$ cat src/rtl/nes_pad_reader.sv
// rtl/nes_pad_reader.sv - host-side NES gamepad serial reader; optional NES_PAD_DEBOUNCE_EN
module nes_pad_reader #(
  parameter int TICK_DIV = 300,
  parameter int POLL_DIV = 833333
) (
  input  logic       clk,
  input  logic       reset,
  input  logic       poll_req,
  input  logic       pad_data,
  output logic       pad_latch,
  output logic       pad_clk,
  output logic [7:0] keycodes,
  output logic       keycodes_valid,
  output logic       busy
);
  localparam int TW = (TICK_DIV > 1) ? $clog2(TICK_DIV) : 1;
  localparam int PW = (POLL_DIV > 1) ? $clog2(POLL_DIV) : 1;
  localparam logic [TW-1:0] TICK_LAST = TW'(TICK_DIV - 1);
  localparam logic [PW-1:0] POLL_LAST = PW'(POLL_DIV - 1);

  typedef enum logic [2:0] {
    S_IDLE, S_LATCH, S_WAIT, S_CLK_LO, S_CLK_HI, S_DONE
  } state_t;

  state_t          state, next_state;
  logic [TW-1:0]   tick_cnt;
  logic [PW-1:0]   poll_cnt;
  logic            poll_due;
  logic            latch_second;
  logic [2:0]      bit_idx;
  logic [7:0]      shift;
  logic [1:0]      data_sync;
  logic            sample;
  logic            tick_end;
  logic            poll_wrap;
  logic            start;
  logic            write_en;
  logic            latch_d;
  logic            clk_d;
  logic            busy_d;

  // Pad drives data low for a pressed button
  assign sample    = ~data_sync[1];
  assign tick_end  = (tick_cnt == TICK_LAST);
  assign poll_wrap = (poll_cnt == POLL_LAST);
  assign start     = (state == S_IDLE) && (poll_due || poll_req);

`ifdef NES_PAD_DEBOUNCE_EN
  logic [7:0] prev_raw;

  assign write_en = (state == S_DONE) && (shift == prev_raw);

  always_ff @(posedge clk) begin
    if (reset)
      prev_raw <= 8'h00;
    else if (state == S_DONE)
      prev_raw <= shift;
  end
`else
  assign write_en = (state == S_DONE);
`endif

  always_comb begin
    next_state = state;
    case (state)
      S_IDLE:   if (start) next_state = S_LATCH;
      S_LATCH:  if (tick_end && latch_second) next_state = S_WAIT;
      S_WAIT:   if (tick_end) next_state = S_CLK_LO;
      S_CLK_LO: if (tick_end) next_state = S_CLK_HI;
      S_CLK_HI: if (tick_end) next_state = (bit_idx == 3'd7) ? S_DONE : S_CLK_LO;
      S_DONE:   next_state = S_IDLE;
      default:  next_state = S_IDLE;
    endcase
  end

  // Pin levels are decoded from the next state so the registered pins line up with it
  always_comb begin
    latch_d = 1'b0;
    clk_d   = 1'b1;
    busy_d  = 1'b1;
    case (next_state)
      S_IDLE:   busy_d  = 1'b0;
      S_LATCH:  latch_d = 1'b1;
      S_CLK_LO: clk_d   = 1'b0;
      default:  ;
    endcase
  end

  always_ff @(posedge clk) begin
    if (reset) begin
      state          <= S_IDLE;
      pad_latch      <= 1'b0;
      pad_clk        <= 1'b1;
      busy           <= 1'b0;
      data_sync      <= 2'b11;
      tick_cnt       <= '0;
      latch_second   <= 1'b0;
    end else begin
      state          <= next_state;
      pad_latch      <= latch_d;
      pad_clk        <= clk_d;
      busy           <= busy_d;
      data_sync      <= {data_sync[0], pad_data};
      if (state == S_IDLE || next_state != state || tick_end)
        tick_cnt <= '0;
      else
        tick_cnt <= tick_cnt + TW'(1);
      latch_second <= (state == S_LATCH) && (latch_second || tick_end);
    end
  end

  always_ff @(posedge clk) begin
    if (reset) begin
      poll_cnt <= '0;
      poll_due <= 1'b0;
    end else begin
      poll_cnt <= poll_wrap ? '0 : poll_cnt + PW'(1);
      if (start)
        poll_due <= 1'b0;
      else if (poll_wrap)
        poll_due <= 1'b1;
    end
  end

  always_ff @(posedge clk) begin
    if (reset) begin
      bit_idx        <= 3'd0;
      shift          <= 8'h00;
      keycodes       <= 8'h00;
      keycodes_valid <= 1'b0;
    end else begin
      if (state == S_WAIT && tick_end) begin
        shift[0] <= sample;
        bit_idx  <= 3'd1;
      end else if (state == S_CLK_HI && tick_end) begin
        shift[bit_idx] <= sample;
        bit_idx        <= bit_idx + 3'd1;
      end
      keycodes_valid <= write_en;
      if (write_en)
        keycodes <= shift;
    end
  end
endmodule

$ cat config.mk
export PLATFORM = sky130hd
export DESIGN_NAME = nes_pad_reader
export DESIGN_NICKNAME = d
export VERILOG_FILES = /design/src/rtl/nes_pad_reader.sv
export SDC_FILE = /design/constraint.sdc
export NUM_CORES = 1
export LEC_CHECK = 0
export CAP_MARGIN = 20
export CORE_ASPECT_RATIO = 0.8
export CORE_MARGIN = 2
export CORE_UTILIZATION = 62
export DETAILED_ROUTE_END_ITERATION = 10
export PLACE_DENSITY = 0.83
export SYNTH_ARGS = -nofsm -noshare
export SYNTH_HDL_FRONTEND = slang
export SYNTH_SLANG_ARGS = --single-unit
export TNS_END_PERCENT = 1
$ cat constraint.sdc
create_clock -name clk -period 3.3 [get_ports clk]
set_input_delay 0.66 -clock clk [delete_from_list [all_inputs] [get_ports clk]]
set_output_delay 0.66 -clock clk [all_outputs]
set_load 0.1 [all_outputs]
==> key figures <==
Placed design
  • Buffers on Ports: 15
  • GP Congestion: 0.8208
  • Placed Area: approximately 0.0027 mm^2
  • Hpwl dp: roughly 3.5 mm

Logic synthesis
  • Synth unique cells: 46
  • Post-Synthesis Cells: 290
  • Post-synth ARST share: 0%
  • EDFF count, synth: 0
  • Top FF cell, synth: dfxtp_1
  • FF+latch count, synth: between 50 and 60
  • Seq/Total Area, Yosys: 46.12%
  • Netlist Area Pre-Place: between 0.002 and 0.003 mm^2
  • Syn Area/Cell: 8.832 um^2
  • Mapped Nets: between 200 and 300
  • Synth Warn #: 0

Worst hold path
  • Worst min path class: register to register

Worst setup path
  • CP Cell Sequence: ha_1 > and4b_1 > nand4_1 > o311ai_0 > o41ai_1
  • Family with the most delay on the worst path: simple AND/OR/NAND/NOR gates
  • Setup CP Type: register to register
  • Setup crit start kind: register
  • CP max FO: 8
  • CP Buf/Inv Count: 0
  • Setup crit end kind: register
  • WP data arrival: ~2.2 ns
  • Critical path's largest stage delay: ~0.41 ns
  • CP Data Required Time: between 3 and 4 ns
  • Worst R2R Setup Slack: approximately 1.3 ns
  • Slowest stage cell, crit path: o311ai_0

Global routing
  • Remaining Overflow, GRT: 0
  • Initial antenna violation count: 0
  • Largest net degree at the start of global routing: 21
  • GR peak layer: met2
  • Total GRT Usage: 25.90%
  • Vias in the first global route: 1876
  • Grt met1 use: between 30% and 40%
  • Met3 usage: around an eighth
  • Met2 GRT Util: 36.70%
  • First-pass GRT wire length: between 8 and 9 mm

Layout
  • Most frequent cells in the layout: 59 x dfxtp_1, 35 x nor2_1, 19 x nand3_1
  • Final #Nets: 316
  • Layout cell share with drive strength beyond 1: between 10% and 20%
  • Layout overhead on the synthesized area: 12.65%
  • Final instance area: about 0.0029 mm^2
  • N_diodes: 0
  • Leading cell type in the layout, fill and taps excluded: dfxtp_1

Timing
  • Final setup vio count: 0
  • Fin. Hold Viols: 0
  • Final setup skew: 0.007434 ns
  • Slew @ Worst Pin: ~0.69 ns
  • Final Cycle Share: 61.73%
  • Final worst path period need: 2.037 ns
  • Setup_tns: 0 ns
  • RSZ-0062 raised after global routing: false
  • Relative slew slack: between 50% and 60%
  • F_max: a little under 500 MHz
  • Hold_ws: ~0.4 ns
  • Max-slew violation count: 0

Floorplanning
  • Std-Cell Rows: 20
  • # IOs: 16
  • Die width: around 76 um
  • Die Height: about 60 um
  • Initial cell density of the core: ~66%
  • Die ar.: 0.004664 mm^2
  • Core footprint: around 0.0039 mm^2

Job
  • Max-cap violations: 0

Drt
  • DRC: 0
  • Drt first pass iters: 4
  • DR WL/cell: 13.88 um
  • Vias: between 2000 and 2500
  • DRT Wirelength: 5.081 mm
  • DRT iter0 DRCs: 206
  • Post-route ant nets: 0
  • Vias per inst: about 5.9

Power and ir drop
  • Net Sw Power: between 0.0003 and 0.0004 W
  • Switching Share: between 20% and 30%
  • Maximum VDD drop: approximately 450 uV
  • Leak: about 1.0 nW
  • Power Density: around 460 mW/mm^2
  • Comb pwr share: under 10%
  • Clock power frac: 41.1%
  • Internal: about 0.0010 W
  • Sequential power share: a little under three fifths

Outcome
  • Status: finished clean

Clock tree
  • Cts bufs inserted: 9
  • Max clock buf depth: 2
  • # H-tree levels: 3
  • CTS tree: done
  • Post-CTS resize count: 0
  • Reg clk slew, reported paths: about 0.060 ns
  • Clock sink count: 59
  • CTS Hold Bufs: 0
  • Root buf cell: clkbuf_8
  • Worst skew pair latency: 0.34 ns
  • Post-CTS Repair Setup Buffers: 0
==> final timing paths <==
| kind | startpoint | end | depth (start not counted) |
|---|---|---|---|
| worst max-delay path | tick_cnt[0]$_SDFF_PP0_ | shift[1]$_SDFFE_PP0P_ | 5 |
| worst min-delay path | data_sync[0]$_SDFF_PP1_ | data_sync[1]$_SDFF_PP1_ | 1 |
| worst max register to register | tick_cnt[0]$_SDFF_PP0_ | shift[1]$_SDFFE_PP0P_ | 5 |
| worst min register to register | data_sync[0]$_SDFF_PP1_ | data_sync[1]$_SDFF_PP1_ | 1 |
==> cells in the mapped netlist, types with 5 or more instances <==
master / instances / area, um^2
a21oi_1: 18 / 90.09
clkbuf_1: 9 / 33.78
dfxtp_1: 59 / 1181
ha_1: 5 / 62.56
inv_1: 12 / 45.04
nand2_1: 18 / 67.56
nand3_1: 19 / 95.09
nand4_1: 12 / 75.07
nor2_1: 35 / 131.4
nor3_1: 7 / 35.03
o21ai_0: 9 / 45.04
o311ai_0: 5 / 43.79
xnor2_1: 9 / 78.83
xor2_1: 11 / 96.34
==> logic make-up (layout without fill, tap and decap cells) <==
family                   after synthesis  count (layout)  synth area share (%)
AND/OR/NAND/NOR                      130             130                 27.50
flip-flops                            59              59                 46.12
AO/OA/AOI/OAI                         51              51                 13.09
buffers and inverters                 24              45                 3.615
XOR/XNOR                              20              20                 6.839
adder cells (fa/ha/maj)                5               5                 2.443
multiplexers                           1               1                0.3908
==> area by class of cell <==
class                           count  area [um^2]
Sequential cell                    59         1181
Multi-Input combinational cell    207         1287
Tap cell                           55        68.82
Fill cell                         305        993.5
Clock buffer                       12        145.1
Clock inverter                      3        15.01
Inverter                           12        45.04
Timing Repair Buffer               18        142.6
==> per-layer routing <==
| layer | vias up | share of wire, % |
|---|---|---|
| met3 | 7 | 6.3 |
| met2 | 60 | 44 |
| met4 | 0 | 1.2 |
| li1 | 1082 | - |
| met5 | - | 0 |
| met1 | 1000 | 48 |
==> flip-flops by register name, indices dropped and copies added (netlist names), 2 cells and up <==
name,cells
shift,8
tick_cnt,9
poll_cnt,20
bit_idx,3
keycodes,8
data_sync,2
state,3
==> power groups by stage <==
stage | logic, W | clock network, W | registers, W
after global routing | 0.0000576 | 0.000591 | 0.000734
after floorplan | 0.0000284 | 0 | 0.000755
after global placement | 0.0000508 | 0 | 0.000747
after detailed placement | 0.0000519 | 0 | 0.000748
after CTS | 0.0000520 | 0.000561 | 0.000732
final | 0.0000516 | 0.000547 | 0.000732
==> through the flow <==
step	worst slack (ns)	std cells	total power, W	utilization (%)
floorplan	1.543	290	0.0007834	-
global placement	1.171	351	0.0007982	70.26
detailed placement	1.140	351	0.0007999	70.26
CTS	1.289	366	0.001345	74.39
global route	1.073	366	0.001383	74.39
finish	1.263	366	0.001331	74.39
Power figures use the tool's default switching activity.
